## config.mk

```make
export PLATFORM = sky130hd
export DESIGN_NAME = cus19_wb_seq
export DESIGN_NICKNAME = d
export VERILOG_FILES = /design/src/rtl/cus19_wb_seq.sv
export SDC_FILE = /design/constraint.sdc
export NUM_CORES = 1
export LEC_CHECK = 0
export BUFFER_PORTS_ARGS = -buffer_cell sky130_fd_sc_hd__buf_4
export CAP_MARGIN = 30
export CORE_MARGIN = 1
export CORE_UTILIZATION = 42
export DETAILED_ROUTE_END_ITERATION = 8
export PLACE_DENSITY = 0.7
export SLEW_MARGIN = 0
export SYNTH_ARGS = -nofsm -noshare
export SYNTH_HDL_FRONTEND = slang
export SYNTH_SLANG_ARGS = --single-unit
```

## constraint.sdc

```tcl
create_clock -name clk_in -period 2.9 [get_ports clk_in]
set_clock_uncertainty 0.05 [all_clocks]
set_input_delay 0.29 -clock clk_in [delete_from_list [all_inputs] [get_ports clk_in]]
set_output_delay 0.29 -clock clk_in [all_outputs]
set_load 0.005 [all_outputs]
```

## src/rtl/cus19_wb_seq.sv

```systemverilog
// cus19_wb_seq: IE/WB write-back sequencer for the 19-bit core.
// Optional zero flag output when CUS19_WB_ZFLAG_EN is defined.
module cus19_wb_seq #(
    parameter int Data_Width   = 8,
    parameter int Result_Width = 16,
    parameter int Addr_Width   = 4
) (
    input  logic                    clk_in,
    input  logic                    rst_n_in,
    input  logic                    wb_valid_in,
    output logic                    wb_ready_out,
    input  logic [Result_Width-1:0] result_in,
    input  logic [3:0]              funct_op_in,
    input  logic [Addr_Width-1:0]   rd_addr_in,
    output logic                    rf_we_out,
    output logic [Addr_Width-1:0]   rf_waddr_out,
    output logic [Data_Width-1:0]   rf_wdata_out,
`ifdef CUS19_WB_ZFLAG_EN
    output logic                    zero_flag_out,
`endif
    output logic                    busy_out
);

    typedef enum logic [1:0] {
        IDLE  = 2'd0,
        WR_LO = 2'd1,
        WR_HI = 2'd2
    } state_e;

    localparam logic [3:0] OP_MUL = 4'b0010;
    localparam logic [3:0] OP_DIV = 4'b0011;

    state_e                  state_q;
    logic [Result_Width-1:0] result_q;
    logic [Addr_Width-1:0]   rd_q;
    logic                    wide_q;
    logic                    we_q;
    logic [Addr_Width-1:0]   waddr_q;
    logic [Data_Width-1:0]   wdata_q;
    logic                    ready_q;
    logic                    accept;
    logic                    wide_d;
    logic [Addr_Width-1:0]   rd_hi;

    assign accept = wb_valid_in && ready_q;
    assign wide_d = (funct_op_in == OP_MUL) || (funct_op_in == OP_DIV);
    // High byte lands in the next register, wrapping past the top.
    assign rd_hi  = rd_q + 1'b1;

    // Sequencer FSM with registered write-port and handshake outputs.
    always_ff @(posedge clk_in or negedge rst_n_in) begin
        if (!rst_n_in) begin
            state_q  <= IDLE;
            result_q <= '0;
            rd_q     <= '0;
            wide_q   <= 1'b0;
            we_q     <= 1'b0;
            waddr_q  <= '0;
            wdata_q  <= '0;
            ready_q  <= 1'b1;
        end else if (accept) begin
            state_q  <= WR_LO;
            result_q <= result_in;
            rd_q     <= rd_addr_in;
            wide_q   <= wide_d;
            we_q     <= 1'b1;
            waddr_q  <= rd_addr_in;
            wdata_q  <= result_in[Data_Width-1:0];
            ready_q  <= !wide_d;
        end else if (state_q == WR_LO && wide_q) begin
            state_q  <= WR_HI;
            we_q     <= 1'b1;
            waddr_q  <= rd_hi;
            wdata_q  <= result_q[Result_Width-1:Data_Width];
            ready_q  <= 1'b1;
        end else begin
            state_q  <= IDLE;
            we_q     <= 1'b0;
            waddr_q  <= '0;
            wdata_q  <= '0;
            ready_q  <= 1'b1;
        end
    end

`ifdef CUS19_WB_ZFLAG_EN
    logic zflag_q;

    // Zero flag over the full result, refreshed only on accept.
    always_ff @(posedge clk_in or negedge rst_n_in) begin
        if (!rst_n_in) begin
            zflag_q <= 1'b0;
        end else if (accept) begin
            zflag_q <= (result_in == '0);
        end
    end

    assign zero_flag_out = zflag_q;
`endif

    assign wb_ready_out = ready_q;
    assign rf_we_out    = we_q;
    assign rf_waddr_out = waddr_q;
    assign rf_wdata_out = wdata_q;
    assign busy_out     = (state_q != IDLE);

endmodule

```

==> summary.md, run 1 <==
| Metric | Value |
|---|---|
| Outcome | `finished clean` |
| All-Layer GR Usage | `0.169` |
| Slew Viols, Final | `0` |
| Pre-CTS setup slack | `between 1.5 and 2 ns` |
| Slew HR | `0.765` |
| IO Port Bufs | `40` |
| Diode count | `0` |
| Worst R2R Setup Slack | `between 1.5 and 2 ns` |
| CP max FO | `2` |
| Routability cong. | `0.760` |
| DR vias/cell | `~4.8` |
| Htree depth | `2` |
| Cell area after synthesis | `around 0.0011 mm²` |
| Clock sink count | `29` |
| 1st-pass router iterations | `4` |
| Final TNS setup | `0 ns` |
| Slowest stage delay, CP | `about 0.38 ns` |
| Synth top area share | `0.644` |
| Dominant cells by area after synthesis | `dfrtp_1 (64%), nand2_1 (13%), a22o_1 (6.4%)` |
| Worst slew pin tran | `approximately 0.35 ns` |
| Maximum VDD drop | `416 µV` |
| Crit path DAT | `approximately 1.1 ns` |
| Async SR Flop Fraction | `1.00` |
| Fmax achieved | `just under 700 MHz` |
| Root buffer cell | `clkbuf_4` |
| Rows | `18` |
| Critical Path Source | `state_q[0]` |
| Cell Pwr Density | `roughly 530 mW/mm²` |
| Vias in the first global route | `710` |
| Final period utilization | `0.510` |
| Syn_nets | `124` |
| Number of flops mapped to enable cells by yosys | `0` |
| DP HPWL | `roughly 1.3 mm` |
| R2R Path Start | `wb_ready_out` |
| Fin cells | `172` |
| Register area share after synthesis | `0.668` |
| TritonCTS Buffers | `5` |
| Post-Syn Area per Cell | `11.3 µm²` |
| Final-report hold violation count | `0` |
| Post-route setup slack | `between 1 and 1.5 ns` |
| Die Area | `approximately 0.0028 mm²` |
| Max-cap check violation count | `0` |
| Share of cells above drive strength 1 | `0.359` |
| Worst-skew pair later-pin latency | `0.31 ns` |
| Critical path class | `flip-flop to primary output` |
| Clk buf depth | `2` |
| Core region area | `0.00245 mm²` |
| Area leader, netlist | `dfrtp_1` |
| Most frequent cells after synthesis | `nand2_1 (39), dfrtp_1 (28), a22o_1 (8)` |
| Post-synthesis cell count | `96` |
| PostCTS Resize Cnt | `0` |
| Antenna violations before repair | `0` |
| RR Endpoint | `rf_wdata_out[2]` |
| # Post-CTS Setup Buffers | `0` |
| Vias | `817` |
| Most frequent cell after synthesis | `nand2_1` |
| Final setup vio count | `0` |
| DRT antenna net count | `0` |
| Count of different cell masters after synthesis | `20` |
| TritonCTS clock tree | `done` |
| Largest net degree at the start of global routing | `30` |
| Critical Path Sink Type | `primary output` |
| Top_reg_cell synth | `dfrtp_1` |
| Die Ht | `between 50 and 60 µm` |
| Hold WC Path Type | `input pin to flip-flop` |
| CP required | `around 2.6 ns` |
| Area growth from synthesis to layout | `34.3%` |
| # DRC | `0` |
| CP Launch Type | `flip-flop` |
| Minimum clock period after layout | `between 1 and 1.5 ns` |
| Hold Buf Count CTS | `1` |
| Global-route wire length before repair | `about 3.2 mm` |
| Placed cells | `roughly 160` |
| Clock-pin transition on the worst setup and hold timing paths | `0.09 ns` |
| I/O pin cnt | `42` |
| DR iter-0 viols | `7` |
| NumNets Final | `about 170` |
| Synth Register Bits | `29` |
| Hold path startpoint | `funct_op_in[1]` |
| RSZ-0062 raised after global routing | `false` |
| Slowest-stage cell, CP | `dfrtp_1` |
| Final WL | `approximately 1.9 mm` |
| Synth warnings | `0` |
| Congestion Overflow GR | `0` |
| DR WL/cell | `around 11 µm` |
| Cell Chain, Critical Path | `or2_2 > buf_4` |
| Leak Pwr | `0.791 nW` |
| Critical Path Sink | `busy_out` |
| Die width | `52.9 µm` |
| Starting Density | `0.443` |
| FF-to-FF path depth | `4` |
[registers in the layout, indices dropped and copies added, names as in the netlist]
name,cells
rf_wdata_out,8
state_q,2
wb_ready_out,1
rf_waddr_out,4
wide_q,1
rf_we_out,1
result_q,8
rd_q,4
[critical path, delay by kind of cell, from the launching register on]
kind / cells / cell delay (ns)
flip-flops: 1 / 0.38
AND/OR/NAND/NOR: 1 / 0.30
buffers and inverters: 1 / 0.14
[per-stage QoR]
stage / hold slack, ns / cell area, µm² / total power, mW / util
2_1_floorplan: -0.0556 / 1090 / 0.503 / -
3_3_place_gp: 0.175 / 1400 / 0.559 / 0.571
3_5_place_dp: 0.180 / 1400 / 0.563 / 0.571
4_1_cts: 0.0700 / 1460 / 0.786 / 0.595
5_1_grt: 0.0693 / 1460 / 0.829 / 0.595
6_report: 0.0779 / 1460 / 0.778 / 0.595
[placed cells by master (no fill, tap or decap), types with 2 or more instances in the layout]
master,synthesis,final
clkbuf_1,0,3
nand2_1,39,39
nand3_1,2,2
a22o_1,8,8
buf_4,1,40
dfrtp_1,28,28
o21ai_0,4,4
clkbuf_4,0,5
[layer usage]
layer,up-vias,GRT usage,part of all wire
met1,381,0.205,0.43
met4,0,0.0658,0.014
met5,-,0,0
met2,26,0.247,0.51
li1,405,-,-
met3,5,0.0948,0.048
[logic make-up after synthesis]
family,count (synthesis),share of synthesized area
AND/OR/NAND/NOR,46,0.183
flip-flops,29,0.668
AO/OA/AOI/OAI,12,0.0828
buffers and inverters,6,0.0391
XOR/XNOR,2,0.0161
adder cells (fa/ha/maj),1,0.0115
[how the worst min path moves through the flow]
stage	to	slack [ns]	cells after the start
floorplan	rd_q[0]	-0.06	0
global placement	rf_wdata_out[6]	0.18	1
detailed placement	rf_wdata_out[6]	0.18	1
CTS	wb_ready_out	0.07	2
global route	wb_ready_out	0.07	2
finish	wb_ready_out	0.08	2
[cell type report]
cell class / count / area, µm²
Tap cell: 30 / 37.5
Timing Repair Buffer: 41 / 310
Clock buffer: 8 / 48.8
Fill cell: 214 / 993
Inverter: 3 / 18.8
Sequential cell: 29 / 727
Multi-Input combinational cell: 61 / 319
[power by group]
part           internal, mW  switching [mW]  leakage, nW
sequential            0.435          0.0147        0.363
clock                0.0965           0.127       0.0265
combinational        0.0581          0.0467        0.402
total                 0.590           0.189        0.791
No activity file was read; power rests on OpenSTA's default activity.
==> run 2, diff against run 1 <==
- PLACE_DENSITY: 0.7 -> 0.73
- clock period: 2.9 -> 1.3 ns (I/O delays scaled with it)
==> run 2 against run 1 <==
Compared with the run above:
- critical path depth stayed put
- largest cell class unchanged
- worst hold slack better by 0.040 ns
- utilization is 10 points higher
- flip-flop and latch count stayed put
- combinational power grew to 2.8 times the previous value
==> summary.md, run 2 (same netlist as run 1, synthesis figures left out) <==
| Metric | Value |
|---|---|
| Worst-skew pair later-pin latency | `0.31 ns (about the same)` |
| Clock-pin transition on the worst setup and hold timing paths | `0.08 ns (about the same)` |
| Leak Pwr | `0.898 nW (+14%)` |
| Largest net degree at the start of global routing | `30 (unchanged)` |
| Slowest-stage cell, CP | `dfrtp_1` |
| # Post-CTS Setup Buffers | `0 (unchanged)` |
| Vias in the first global route | `941 (+33%)` |
| Final Cell Area | `0.00171 mm² (+17%)` |
| Die Ht | `52.9 µm (unchanged)` |
| Outcome | `finished clean` |
| Area growth from synthesis to layout | `57.2%` |
| Routability cong. | `0.757 (-0.39%)` |
| Final setup vio count | `0 (unchanged)` |
| Core region area | `0.00245 mm² (unchanged)` |
| Vias | `912 (+12%)` |
| Clock sink count | `29 (unchanged)` |
| Crit path DAT | `1.08 ns (-0.06 ns)` |
| Commonest non-fill, non-tap cell in the layout | `buf_4` |
| RSZ-0062 raised after global routing | `false` |
| Critical path buffers and inverters | `1 (unchanged)` |
| Critical path class | `flip-flop to primary output` |
| Rows | `18 (unchanged)` |
| Diode count | `0 (unchanged)` |
| DP HPWL | `1.41 mm (+7.6%)` |
| Slew Viols, Final | `0 (unchanged)` |
| IO Port Bufs | `40 (unchanged)` |
| # DRC | `0 (unchanged)` |
| Die Area | `0.00280 mm² (unchanged)` |
| Max-cap check violation count | `0 (unchanged)` |
| Cell Chain, Critical Path | `or2_4 > buf_4` |
| Global-route wire length before repair | `3.70 mm (+17%)` |
| 1st-pass router iterations | `4 (unchanged)` |
| DR iter-0 viols | `11 (+4)` |
| Fmax achieved | `792 MHz` |
| Slew HR | `0.767 (+0.00225)` |
| Minimum clock period after layout | `1.26 ns` |
| Post-Route M1 WL | `897 µm (+8.1%)` |
| TritonCTS Buffers | `5 (unchanged)` |
| Final TNS setup | `0 ns (unchanged)` |
| NumNets Final | `193 (+14%)` |
| Antenna violations before repair | `0 (unchanged)` |
| DRT antenna net count | `0 (unchanged)` |
| Starting Density | `0.443 (unchanged)` |
| Congestion Overflow GR | `0 (unchanged)` |
| All-Layer GR Usage | `0.193 (+0.0238)` |
| CP required | `1.12 ns (-1.44 ns)` |
| Slowest stage delay, CP | `0.39 ns (about the same)` |
| DR WL/cell | `12.3 µm (+9.8%)` |
| Clk buf depth | `2 (unchanged)` |
| Delay-heaviest family, CP | `flip-flops` |
| CP Launch Type | `flip-flop` |
| Final WL | `2.42 mm (+25%)` |
| Commonest non-fill, non-tap cells in the layout | `buf_4 (41), nand2_1 (39), dfrtp_1 (28), dlygate4sd3_1 (24), a22o_1 (8)` |
| Final period utilization | `0.971` |
| Maximum VDD drop | `1080 µV (+160%)` |
| Cell Pwr Density | `1080 mW/mm² (+100%)` |
| Root buffer cell | `clkbuf_4` |
| Top Metal Used | `met4` |
| Htree depth | `2 (unchanged)` |
| TritonCTS clock tree | `done` |
| Final-report hold violation count | `0 (unchanged)` |
| Die width | `52.9 µm (unchanged)` |
| CP max FO | `2 (unchanged)` |
| Routed wl met2 | `1.39 mm (+42%)` |
| Post-Place Cell Area | `0.00141 mm² (+0.53%)` |
| Critical Path Sink Type | `primary output` |
| I/O pin cnt | `42 (unchanged)` |
| DR vias/cell | `4.65 (-2.0%)` |
| Hold WC Path Type | `input pin to flip-flop` |
| Worst slew pin tran | `0.349 ns (-0.00338 ns)` |
| Met3 wire length | `80 µm (-14%)` |
| Share of cells above drive strength 1 | `0.319 (-0.0399)` |
-- run 2: cell count changes in the layout (fill, tap and decap cells not counted), sizes merged --
cell / previous run / this run
dlygate4sd3: 1 / 24
buf: 40 / 41
-- run 2: layer usage --
metal  vias up  global-route usage
li1        447                   -
met1       435               0.201
met2        22               0.329
met3         8              0.0575
met4         0               0.132
met5         -                   0
-- run 2: power breakdown --
group / internal [mW] / switching [mW] / total, mW
registers: 0.971 / 0.0364 / 1.01
logic: 0.179 / 0.120 / 0.298
clock network: 0.267 / 0.279 / 0.546
-- run 2: per-stage QoR --
| stage | instances | hold WS, ns | util | total power [mW] | worst slack, ns |
|---|---|---|---|---|---|
| final | 196 | 0.118 | 0.697 | 1.85 | 0.0371 |
| after detailed placement | 164 | 0.0163 | 0.574 | 1.26 | 0.0535 |
| after global placement | 164 | 0.0169 | 0.574 | 1.25 | 0.0904 |
| after CTS | 195 | 0.0168 | 0.693 | 1.86 | 0.0312 |
| after floorplan | 96 | -0.216 | - | 1.12 | 0.173 |
| after global routing | 196 | 0.145 | 0.697 | 1.94 | 0.00241 |
-- run 2: what timing repair did --
action,CTS,global route
endpoints found under the setup margin,1,0
gates resized for setup,1,0
hold endpoints to repair,52,1
hold buffers,23,1
-- run 2: cell type report --
| type | instances | area [µm²] |
|---|---|---|
| timing repair buffer | 65 | 548 |
| inverter | 3 | 18.8 |
| sequential | 29 | 727 |
| multi-input combinational | 61 | 322 |
| fill | 176 | 743 |
| tap | 30 | 37.5 |
| clock buffer | 8 | 58.8 |
-- run 2: worst register-to-register path, stage by stage, from the launching register on --
cell and delay, ns:
dfstp_2 0.56, nand2_4 0.11, nand2b_4 0.13, clkinv_4 0.10
a22o_1 0.20
-- run 2: final timing paths --
path,end,slack [ns],startpoint,depth (start not counted)
max,busy_out,0.04,state_q[0],2
min,result_q[11],0.12,wb_valid_in,4
max reg2reg,rf_wdata_out[5],0.05,wb_ready_out,4
min reg2reg,result_q[11],0.44,result_q[11],2
max in group asynchronous,wb_ready_out,0.69,rst_n_in,2
min in group asynchronous,rf_wdata_out[2],0.20,rst_n_in,2
==> run 3, diff against run 2 <==
- ABC_AREA: not set -> 1
==> run 3 against run 2 <==
Compared with the run above:
- flip-flop and latch count unchanged
- sequential power about the same
- global-route usage increased by 1.9 points
- via count increased by 5.9%
- critical path type unchanged
- clock power about the same
- die area increased by 2.4%
- final area increased by 0.66%
- non-clock buffer count unchanged
- synthesized cell count increased by 14%
- area after synthesis increased by 2.5%
- critical endpoint unchanged
==> summary.md, run 3 <==
| Metric | Value |
|---|---|
| Antenna violations before repair | `0 (unchanged)` |
| Hold path startpoint | `funct_op_in[1]` |
| Post-Place Cell Area | `0.00143 mm² (+1.2%)` |
| Final setup vio count | `0 (unchanged)` |
| DR iter-0 viols | `9 (-2)` |
| Largest net degree at the start of global routing | `30 (unchanged)` |
| Root buffer cell | `clkbuf_4` |
| Clock-pin transition on the worst setup and hold timing paths | `0.09 ns (about the same)` |
| Register area | `727 µm² (unchanged)` |
| Commonest non-fill, non-tap cell in the layout | `nand2_1` |
| Routability cong. | `0.719 (-5.0%)` |
| IO Port Bufs | `40 (unchanged)` |
| Vias | `966 (+5.9%)` |
| Slowest stage delay, CP | `0.40 ns (about the same)` |
| Maximum VDD drop | `721 µV (-33%)` |
| Delay-heaviest family, CP | `flip-flops` |
| Max-cap check violation count | `0 (unchanged)` |
| Minimum clock period after layout | `1.26 ns (+0.000156 ns)` |
| Starting Density | `0.446 (+0.00302)` |
| Area leader, netlist | `dfrtp_1` |
| Area growth from synthesis to layout | `54.4%` |
| Synth warnings | `0 (unchanged)` |
| DRT antenna net count | `0 (unchanged)` |
| Worst slew pin tran | `0.347 ns (-0.00249 ns)` |
| Outcome | `finished clean` |
| FF-to-FF path depth | `4 (unchanged)` |
| Slew HR | `0.769 (+0.00166)` |
| Final-report hold violation count | `0 (unchanged)` |
| Slew Viols, Final | `0 (unchanged)` |
| Die width | `53.6 µm (+1.2%)` |
| Share of cells above drive strength 1 | `0.315 (-0.00467)` |
| Most frequent cell after synthesis | `nand2_1` |
| Final period utilization | `0.972 (about the same)` |
| TritonCTS Buffers | `5 (unchanged)` |
| Final Cell Area | `0.00172 mm² (+0.66%)` |
| Cell area after synthesis | `0.00112 mm² (+2.5%)` |
| Clock sink count | `29 (unchanged)` |
| Rows | `18 (unchanged)` |
| Top_reg_cell synth | `dfrtp_1` |
| Syn_nets | `137 (+10%)` |
| Count of different cell masters after synthesis | `17 (-15%)` |
| Hold WC Path Type | `input pin to flip-flop` |
| I/O pin cnt | `42 (unchanged)` |
| # DRC | `0 (unchanged)` |
| Global-route wire length before repair | `4.05 mm (+9.5%)` |
| Vias in the first global route | `967 (+2.8%)` |
| Final WL | `2.38 mm (-1.6%)` |
| Critical path buffers and inverters | `1 (unchanged)` |
| CP Depth | `2 (unchanged)` |
| Async SR Flop Fraction | `1.00 (unchanged)` |
| R2R Path Start | `wb_ready_out` |
| Core region area | `0.00250 mm² (+1.8%)` |
| Final TNS setup | `0 ns (unchanged)` |
| Crit path DAT | `1.08 ns (about the same)` |
| Post-Syn Area per Cell | `10.2 µm² (-9.7%)` |
| Critical Path Sink Type | `primary output` |
| WHS Path Cells | `3 (-1)` |
| DP HPWL | `1.50 mm (+6.7%)` |
| Number of flops mapped to enable cells by yosys | `0 (unchanged)` |
| TritonCTS clock tree | `done` |
| CP required | `1.12 ns (about the same)` |
| RR Endpoint | `rd_q[3]` |
| Fin util | `0.689 (-0.00806)` |
| Register area share after synthesis | `0.651 (-0.0165)` |
| Leak Pwr | `0.905 nW (+0.81%)` |
| Die Area | `0.00287 mm² (+2.4%)` |
| Worst-skew pair later-pin latency | `0.33 ns (+0.02 ns)` |
| 1st-pass router iterations | `4 (unchanged)` |
| Die Ht | `53.6 µm (+1.2%)` |
| Commonest non-fill, non-tap cells in the layout | `nand2_1 (51), buf_4 (42), dfrtp_1 (28), dlygate4sd3_1 (23), o21ai_1 (10)` |
| Synth top area share | `0.628 (-0.0159)` |
| Post-synthesis cell count | `109 (+14%)` |
| Congestion Overflow GR | `0 (unchanged)` |
| Dominant cells by area after synthesis | `dfrtp_1 (63%), nand2_1 (17%), o21ai_1 (4.5%)` |
| Worst R2R Setup Slack | `0.12 ns (+0.07 ns)` |
| Fillers | `196 (+11%)` |
| Clk buf depth | `2 (unchanged)` |
| Most frequent cells after synthesis | `nand2_1 (51), dfrtp_1 (28), o21ai_1 (10)` |
| Critical path class | `flip-flop to primary output` |
| Fmax achieved | `792 MHz (about the same)` |
| Diode count | `0 (unchanged)` |
| Worst Hold Endpoint | `wb_ready_out` |
| Cell Pwr Density | `1070 mW/mm² (-0.75%)` |
| Htree depth | `2 (unchanged)` |
| Multi-input gate area | `340 µm² (+5.8%)` |
| DR vias/cell | `4.64 (-0.19%)` |
| All-Layer GR Usage | `0.212 (+0.0191)` |
| DR WL/cell | `11.4 µm (-7.2%)` |
| CP Launch Type | `flip-flop` |
| CP max FO | `2 (unchanged)` |
| NumNets Final | `206 (+6.7%)` |
| Slowest-stage cell, CP | `dfrtp_1` |
| Synth Register Bits | `29 (unchanged)` |
| Cell Chain, Critical Path | `or2_4 > buf_4` |
-- run 3: changes by cell type in the layout (fill, tap and decap cells not counted), moves of 2 or more --
cell     previous run  this run
a22o_1              8         0
inv_1               1         3
nand2_1            39        51
nand2_2             0         2
o21ai_0             4         0
o21ai_1             0        10
-- run 3: worst max path at each step --
stage | from | to
after floorplan | wb_ready_out | rf_wdata_out[0]
after global placement | wb_ready_out | rd_q[3]
after detailed placement | wb_ready_out | rd_q[3]
after CTS | state_q[0] | busy_out
after global routing | state_q[0] | busy_out
final | state_q[0] | busy_out
-- run 3: timing repair --
action	in CTS	in global routing
setup endpoints to repair	1	1
pin swaps	1	0
cloned	0	0
buffers inserted	0	1
endpoints found under the hold margin	52	0
hold buffers	23	0
resized for setup	1	0
-- run 3: layout make-up --
| class | instances | area share |
|---|---|---|
| sequential | 29 | 0.422 |
| inverter | 4 | 0.0102 |
| timing repair buffer | 65 | 0.317 |
| multi-input combinational | 73 | 0.198 |
| clock buffer | 7 | 0.0320 |
| tap | 30 | 0.0218 |
-- run 3: layer usage --
layer	wire length, µm	global-route usage	part of all wire
met1	975	0.232	0.41
met2	1230	0.360	0.52
met4	30	0.0658	0.013
met3	141	0.102	0.059
met5	0	0	0
-- run 3: through the flow --
step	setup slack, ns	hold slack [ns]	total power [mW]	std cells
CTS	0.0139	0.0889	1.86	207
global placement	0.143	0.0153	1.25	177
detailed placement	0.113	0.0183	1.27	177
floorplan	0.266	-0.216	1.13	109
global route	-0.00701	0.102	1.96	208
finish	0.0369	0.0908	1.85	208
-- run 3: worst reg2reg max path, stage by stage (launching register included) --
cell,delay [ns]
dfstp_2,0.56
nand2_4,0.10
inv_4,0.21
nand2_1,0.10
o21ai_1,0.09
-- run 3: logic make-up after synthesis --
group           share of synthesized area
xor+xnor                          0.00785
compound gates                     0.0448
flops                               0.651
buf+inv                            0.0460
simple gates                        0.239
fa+ha+maj                          0.0112
-- run 3: power by group --
| group | switching, mW | internal, mW |
|---|---|---|
| clock network | 0.289 | 0.255 |
| logic | 0.130 | 0.173 |
| registers | 0.0319 | 0.970 |
